--- src/rtl/reg_file_dw.sv ---
// reg_file_dw: parametrised register file with two read ports and two write
// ports, optional same-cycle write-to-read bypass, a register that keeps its
// contents through reset, and registered error reporting with a saturating
// event counter.
module reg_file_dw #(
  parameter int DATA_W       = 32,
  parameter int ADDR_W       = 5,
  parameter int BYPASS       = 1,
  parameter int PRESERVE_EN  = 1,
  parameter int PRESERVE_IDX = 29,
  parameter int CNT_W        = 8
) (
  input  logic              clk_i,
  input  logic              rst_i,
  input  logic [ADDR_W-1:0] ra_addr_i,
  input  logic [ADDR_W-1:0] rb_addr_i,
  output logic [DATA_W-1:0] ra_data_o,
  output logic [DATA_W-1:0] rb_data_o,
  input  logic              wa_en_i,
  input  logic [ADDR_W-1:0] wa_addr_i,
  input  logic [DATA_W-1:0] wa_data_i,
  input  logic              wa_exempt_i,
  input  logic              wb_en_i,
  input  logic [ADDR_W-1:0] wb_addr_i,
  input  logic [DATA_W-1:0] wb_data_i,
  input  logic              wb_exempt_i,
  input  logic              err_clr_i,
  output logic              err_zero_o,
  output logic              err_conflict_o,
  output logic [CNT_W-1:0]  err_cnt_o
);

  localparam int DEPTH = 1 << ADDR_W;
  // Two guard bits: the counter base plus up to two events per cycle.
  localparam int SUM_W = CNT_W + 2;

  // ---------------------------------------------------------------------------
  // Write-port qualification and error-event decode
  // ---------------------------------------------------------------------------
  logic w_wa_act;     // port A performs a real write this cycle
  logic w_wb_act;     // port B performs a real write this cycle
  logic w_zero_a;     // port A: non-exempt write aimed at register 0
  logic w_zero_b;     // port B: non-exempt write aimed at register 0
  logic w_conflict;   // both ports target the same non-zero register
  logic [1:0] w_events;

  assign w_wa_act   = wa_en_i && (wa_addr_i != '0);
  assign w_wb_act   = wb_en_i && (wb_addr_i != '0);
  assign w_zero_a   = wa_en_i && (wa_addr_i == '0) && !wa_exempt_i;
  assign w_zero_b   = wb_en_i && (wb_addr_i == '0) && !wb_exempt_i;
  assign w_conflict = w_wa_act && w_wb_act && (wa_addr_i == wb_addr_i);

  // A conflict needs non-zero addresses on both ports, so it never coincides
  // with a zero write and the sum is bounded by 2.
  assign w_events = {1'b0, w_zero_a} + {1'b0, w_zero_b} + {1'b0, w_conflict};

  // ---------------------------------------------------------------------------
  // Storage: one register per generate slot, entry 0 hard-wired to zero
  // ---------------------------------------------------------------------------
  logic [DEPTH-1:0][DATA_W-1:0] w_regs;

  assign w_regs[0] = '0;

  for (genvar g = 1; g < DEPTH; g++) begin : g_reg
    localparam bit KEEP = (PRESERVE_EN != 0) && (g == PRESERVE_IDX);

    logic [DATA_W-1:0] r_q;
    logic              w_hit_a;
    logic              w_hit_b;

    assign w_hit_a = wa_en_i && (wa_addr_i == ADDR_W'(g));
    assign w_hit_b = wb_en_i && (wb_addr_i == ADDR_W'(g));

    // Register update: reset clears (unless preserved), port B wins a conflict.
    always_ff @(posedge clk_i) begin
      if (!rst_i) begin
        if (!KEEP) begin
          r_q <= '0;
        end
      end else if (w_hit_b) begin
        r_q <= wb_data_i;
      end else if (w_hit_a) begin
        r_q <= wa_data_i;
      end
    end

    assign w_regs[g] = r_q;
  end

  // ---------------------------------------------------------------------------
  // Read ports
  // ---------------------------------------------------------------------------
  logic [DATA_W-1:0] w_ra_stored;
  logic [DATA_W-1:0] w_rb_stored;

  assign w_ra_stored = w_regs[ra_addr_i];
  assign w_rb_stored = w_regs[rb_addr_i];

  if (BYPASS != 0) begin : g_bypass
    // Forward in-flight write data; the *_act terms already exclude address 0,
    // so a read of register 0 always falls through to the stored zero.
    assign ra_data_o = (w_wb_act && (wb_addr_i == ra_addr_i)) ? wb_data_i :
                       (w_wa_act && (wa_addr_i == ra_addr_i)) ? wa_data_i :
                       w_ra_stored;
    assign rb_data_o = (w_wb_act && (wb_addr_i == rb_addr_i)) ? wb_data_i :
                       (w_wa_act && (wa_addr_i == rb_addr_i)) ? wa_data_i :
                       w_rb_stored;
  end else begin : g_no_bypass
    // Stored value only: no path from the write inputs to the read outputs.
    assign ra_data_o = w_ra_stored;
    assign rb_data_o = w_rb_stored;
  end

  // ---------------------------------------------------------------------------
  // Error reporting
  // ---------------------------------------------------------------------------
  logic              r_err_zero;
  logic              r_err_conflict;
  logic [CNT_W-1:0]  r_err_cnt;
  logic [SUM_W-1:0]  w_cnt_base;
  logic [SUM_W-1:0]  w_cnt_sum;
  logic [CNT_W-1:0]  w_cnt_next;

  // A clear restarts from zero but still counts this cycle's events.
  assign w_cnt_base = err_clr_i ? '0 : {2'b00, r_err_cnt};
  assign w_cnt_sum  = w_cnt_base + {{CNT_W{1'b0}}, w_events};
  assign w_cnt_next = (w_cnt_sum > {2'b00, {CNT_W{1'b1}}}) ? {CNT_W{1'b1}}
                                                           : w_cnt_sum[CNT_W-1:0];

  // Error flags pulse for the cycle after the offending edge; counter saturates.
  always_ff @(posedge clk_i) begin
    if (!rst_i) begin
      r_err_zero     <= 1'b0;
      r_err_conflict <= 1'b0;
      r_err_cnt      <= '0;
    end else begin
      r_err_zero     <= w_zero_a || w_zero_b;
      r_err_conflict <= w_conflict;
      r_err_cnt      <= w_cnt_next;
    end
  end

  assign err_zero_o     = r_err_zero;
  assign err_conflict_o = r_err_conflict;
  assign err_cnt_o      = r_err_cnt;

endmodule

--- config.mk ---
export PLATFORM = sky130hd
export DESIGN_NAME = reg_file_dw
export DESIGN_NICKNAME = d
export VERILOG_FILES = /design/src/rtl/reg_file_dw.sv
export SDC_FILE = /design/constraint.sdc
export NUM_CORES = 2
export LEC_CHECK = 0
export BUFFER_PORTS_ARGS = -buffer_cell sky130_fd_sc_hd__clkbuf_2
export CAP_MARGIN = 20
export CORE_MARGIN = 2
export CORE_UTILIZATION = 40
export DETAILED_ROUTE_END_ITERATION = 10
export GPL_TIMING_DRIVEN = 0
export MAX_ROUTING_LAYER = met4
export PLACE_DENSITY = 0.54
export SLEW_MARGIN = 20
export SYNTH_ARGS = -nofsm -noshare
export SYNTH_HDL_FRONTEND = slang
export SYNTH_SLANG_ARGS = --single-unit
--- constraint.sdc ---
create_clock -name clk_i -period 2.9 [get_ports clk_i]
set_clock_uncertainty 0.1 [all_clocks]
set_input_delay 0 -clock clk_i [delete_from_list [all_inputs] [get_ports clk_i]]
set_output_delay 0 -clock clk_i [all_outputs]
set_load 0.03 [all_outputs]
; Word level (Yosys, flattened, before mapping)
; Cells that the tools add are included.
[totals]
regBits = 1002
input_bits = 91
out_inout_bits = 74
elab_cells = 292
[op_classes]
add_sub_neg = 3
n_lt_le_gt_ge = 3
n_eq_ne = 67
muxes = 72
n_reduce_logical = 113
[op_table]
columns = operator, count
row1 = 32-bit 2-to-1 mux, 68
row2 = 32-bit binary-select mux with 5-bit select, 2
row3 = 5-bit equality test (second input constant), 32
row4 = 5-bit by 4-bit equality test with 1-bit output (second input constant), 16
row5 = 1-bit logical AND, 74
row6 = 2-bit nonzero test, 31
row7 = 5-bit by 3-bit equality test with 1-bit output (second input constant), 8
row8 = 5-bit equality test, 5
row9 = 5-bit by 2-bit equality test with 1-bit output (second input constant), 4
row10 = 8-bit 2-to-1 mux, 2
row11 = 5-bit by 6-bit < comparator with 1-bit output (second input constant), 2
row12 = 5-bit by 1-bit equality test with 1-bit output (second input constant), 2
row13 = 5-bit logical NOT, 2
row14 = 5-bit nonzero test, 2
row15 = 8-bit by 2-bit adder with 9-bit output, 1
row16 = 9-bit by 8-bit greater-than comparator with 1-bit output (second input constant), 1
row17 = 1-bit by 1-bit adder with 2-bit output, 1
row18 = 2-bit by 1-bit adder with 2-bit output, 1
row19 = 1-bit logical NOT, 2
row20 = 2-bit AND reduction, 1
row21 = 1-bit logical OR, 1

; Logic depth before layout (Yosys ltp)
[depth]
depth_word = 8
ltp_mapped = 15
ltp_nobuf = 13

; Worst setup path after synthesis
; No wires, ideal clock.
[synth_timing]
kind = input to register
from = in wa_addr_i[2]
to = reg r_err_cnt[7], in the netlist err_cnt_o[7]
setup_time_ps = 59
arrival_time_ps = 2985
required_time_ps = 2741
slack_ps = -245
stages = 15
path_buffers = 3
cell_sequence = buf_2 -> nor2_1 -> clkbuf_1 -> clkbuf_1 -> nand3b_1 -> fa_1 -> inv_1 -> ha_1 -> inv_1 -> fa_1 -> nor3b_1 -> and4b_1 -> inv_1 -> o21ai_0 -> and2_1
[synth_via]
elab_chain_cells = 8
elab_cells_between_ends = 13
cone_classes = add/sub (3) / order compare (1) / eq/ne (1) / mux (1) / reduce/logical (7)
[synth_rtl]
columns = element, line
row1 = from (decl), 20  ; input logic [ADDR_W-1:0] wa_addr_i,
row2 = 5-bit logical NOT / 5-bit nonzero test (equally long branches), "49, 47"
row3 = 1-bit logical AND (on tied branches), "49, 47"
row4 = 1-bit logical AND (on tied branches), "49, 51"
row5 = 1-bit by 1-bit adder with 2-bit output / 1-bit logical AND (equally long branches), "55, 51"
row6 = 2-bit by 1-bit adder with 2-bit output *, 55  ; assign w_events = {1'b0, w_zero_a} + {1'b0, w_zero_b} + {1'b0, w_conflict};
row7 = 8-bit by 2-bit adder with 9-bit output *, 126  ; assign w_cnt_sum = w_cnt_base + {{CNT_W{1'b0}}, w_events};
row8 = 9-bit by 8-bit greater-than comparator with 1-bit output, 127  ; assign w_cnt_next = (w_cnt_sum > {2'b00, {CNT_W{1'b1}}}) ? {CNT_W{1'b1}}
row9 = 8-bit 2-to-1 mux *, 127
row10 = to (signal assigned), 139  ; r_err_cnt <= w_cnt_next;
row11 = to (decl), 119  ; logic [CNT_W-1:0] r_err_cnt;
; Every way passes the cells marked *; elsewhere a longest branch is shown, timed or not.
; A chain may end at the register's enable or synchronous reset.

; Final worst setup path
[layout_timing]
from = in ra_addr_i[2]
to = out ra_data_o[30]
[layout_via]
elab_chain_cells = 4
elab_cells_between_ends = 8
cone_classes = eq/ne (2) / mux (4) / reduce/logical (2)
[layout_rtl]
columns = element, line
row1 = from (decl), 15  ; input logic [ADDR_W-1:0] ra_addr_i,
row2 = 32-bit binary-select mux with 5-bit select / 5-bit equality test (equally long branches), "96, 103"
row3 = 32-bit 2-to-1 mux (implied by the code) / 1-bit logical AND (equally long branches), "96, 103"
row4 = 32-bit 2-to-1 mux, 103  ; (w_wa_act && (wa_addr_i == ra_addr_i)) ? wa_data_i :
row5 = 32-bit 2-to-1 mux *, 102  ; assign ra_data_o = (w_wb_act && (wb_addr_i == ra_addr_i)) ? wb_data_i :
row6 = to (decl), 17  ; output logic [DATA_W-1:0] ra_data_o,
; Every way passes the cells marked *; elsewhere a longest branch is shown, timed or not. The select of a mux whose other input is x is not followed.

==> metrics <==
status complete, but fails checks; failing checks negative setup slack; die height 406 microns; Max Freq 0.307 GHz; max layer used met4; Flop pwr share 38.8%; clk sink count 1002; HP Class in -> reg; row cnt 147; worst-margin pin slew 1.42 ns; drt first pass iters 9; maximum vdd drop 557 uV; CP Launch Type input pin; Slew headroom 5.15%; WL per Instance 44.7 microns; synthesized area 64600 sq um; WP data required 2.80 ns; clock share of power 43.1%; sw power 0.0122 W; critical path data arrival time 3.15 ns; syn_nets 6681; Final Power 0.0372 W; RSZ-0062 raised after global routing true; setup ws final -0.355 ns; initial antenna violation count 24; dpl hpwl 338000 microns; Die ar. 165000 sq um; via count 63111; first-pass GRT wire length 533000 microns; total internal power 0.0250 W; LEAKAGE 40.0 nW; minimum clock period 3.25 ns; Initial Util 40.2%; post-place setup slack -2.00 ns; die extent in x 406 microns; count of final hold-check violations 0; Layout area overhead 18.3%; grt total ovfl 0; critical path class in -> out; Max clock buf depth 3; power per cell area 486 nW/um^2; Num CTS Buffers 121; initial drt markers 9639; ys flop type dfxtp_1; total global-route track usage 49.8%; Post-synth EDFFs 32; sequential fraction of the synthesis area 31.5%; fin. max-slew vios 0; DR WL met3 57700 microns; RePlAce Congestion 1.09; Async SR Flop Fraction 0%; Nets 6984; final wirelength 410000 microns; CTS tree done; Mapped Cells 6585; via count of the first global-routing pass 58839; Final setup viols 95; Distinct cells, synth 64; met2 WL post-DR 166000 microns; Ys Warns 0; post-route clock period utilization 112%; post-route ant nets 0; Via density 6.89; worst reg2reg path depth 11; Clock Latency Late Sink 0.82 ns; combinational share of power 18.1%; CTS Root Cell clkbuf_16; H-tree levels 3; crit path max fanout 10; placed insts 8835; CP Capture Type output pin; Layout Cells excl Fill 9163; drt drc 0; DRT met1 WL 159000 microns; Clk pin slew, worst setup/hold paths 0.07 ns; hold path depth 4; flops & latches, synth 1002; largest net degree at the start of global routing 21; total core area 161000 sq um; Sw Share 32.7%; syn_area_per_cell 9.81 sq um; Max-Cap Viols 0; share of post-route cells with drive strength above 1 22.6%; Top-Level Pins 165; PortBufs 84
logic make-up after synthesis:
logic type	share of synthesized area, %
buffers and inverters	6.11
muxes	30.1
xor gates and xnor gates	0.393
adders and majority gates	0.120
DFF	31.5
AOI/OAI and AO/OA	20.6
and+or+nand+nor	11.1
sequential cells by signal, summed over array words and instances, names as in the netlist:
signal          flops
g.r_q             992
err_zero_o          1
err_conflict_o      1
err_cnt_o           8
routing by layer:
metal / vias to the layer above / track usage, %
li1: 25464 / -
met1: 32122 / 60.9
met2: 4491 / 67.8
met3: 1034 / 21.7
met4: 0 / 28.1
met5: - / -
Yosys cell counts (16+ instances only):
master    number  area, sq um
o211a_1      960         9610
a221o_1       31          310
mux2i_1      963         9640
buf_2        185          926
nor3_1        40          200
o221ai_1      30          263
nand2_1     1079         4050
nand3_1      345         1730
edfxtp_1      32          961
clkbuf_1     639         2400
nor2_1        65          244
a211oi_1      48          360
o21a_1        27          203
and3_1        16          100
a221oi_1      92          806
a22oi_1       25          188
o21bai_1      21          158
nor2b_1       45          282
nor4_1        18          113
o211ai_1      16          120
buf_1         67          251
o22ai_1       76          475
mux2_2       184         2070
a21oi_1       67          335
o311ai_0      21          184
xnor2_1       16          140
mux4_2       345         7770
dfxtp_1      970        19400
buf_4         28          210
layout by cell type (no fill, tap or decap), types with 32 or more instances in the layout:
master / count
dfxtp_1: 863
dlygate4sd3_1: 80
buf_1: 53
a21oi_1: 44
mux2i_1: 921
o22ai_1: 53
mux2_2: 167
a221oi_2: 58
mux4_2: 345
buf_4: 64
buf_2: 128
clkbuf_2: 76
nand2_1: 1076
nor2_1: 43
clkbuf_8: 65
clkbuf_1: 584
nand3_1: 345
buf_6: 59
nor2b_1: 32
edfxtp_1: 32
dfxtp_2: 102
o211a_1: 960
a211oi_2: 42
clkbuf_16: 124
critical path, cell delays in order:
cell and delay [ns]:
clkbuf_2 0.30, buf_2 0.39, buf_8 0.34, buf_6 0.36
a221oi_2 0.13, a2111oi_4 0.46, a211oi_4 0.13, a222oi_1 0.71
buf_4 0.28
timing repair:
action | 4_1_cts | 5_1_grt
hold buffers | 82 | 0
buffers inserted | 7 | 6
gates resized for setup | 668 | 302
setup endpoints to repair | 67 | 83
pin swaps | 58 | 68
endpoints found under the hold margin | 175 | 0
power by group through the flow:
stage | sequential, W | clock (W) | combinational [W]
after floorplan | 0.0145 | 0 | 0.00305
after global placement | 0.0147 | 0 | 0.00565
after detailed placement | 0.0147 | 0 | 0.00569
after CTS | 0.0144 | 0.0159 | 0.00618
after global routing | 0.0144 | 0.0164 | 0.00669
final | 0.0144 | 0.0160 | 0.00674
through the flow:
stage                     utilization, %  setup TNS [ns]  instance area, sq um  hold slack (ns)
after global routing                47.6           -3.87                 76400           0.0976
after CTS                           46.9           -4.25                 75200          0.00276
after detailed placement            42.3         -211.97                 67900            0.320
after global placement              42.2         -482.91                 67800            0.326
after floorplan                        -               0                 64600            0.120
final                               47.6           -8.43                 76400           0.0469
final cells by class:
type                    instances  area (sq um)
fillers                     15179         84100
clock buffers                 185          3660
plain buffers                 925          4600
well taps                    2160          2700
inverters                      10          38.8
diodes                         18          45.0
clock inverters                35           345
multi-input cells            4643         42700
flip-flops and latches       1002         20500
repair buffers                185          1820
final timing paths:
| kind | startpoint | end | slack, ns |
|---|---|---|---|
| worst min-delay path | err_clr_i | err_cnt_o[4]$_SDFF_PN0_ | 0.05 |
| worst min register to register | g_reg[6].r_q[8]$_SDFFE_PN0P_ | g_reg[6].r_q[8]$_SDFFE_PN0P_ | 0.50 |
| worst max register to register | err_cnt_o[0]$_SDFF_PN0_ | err_cnt_o[7]$_SDFF_PN0_ | 0.27 |
| worst max-delay path | ra_addr_i[2] | ra_data_o[30] | -0.35 |
Note: power is estimated with default switching activity, not from simulation.
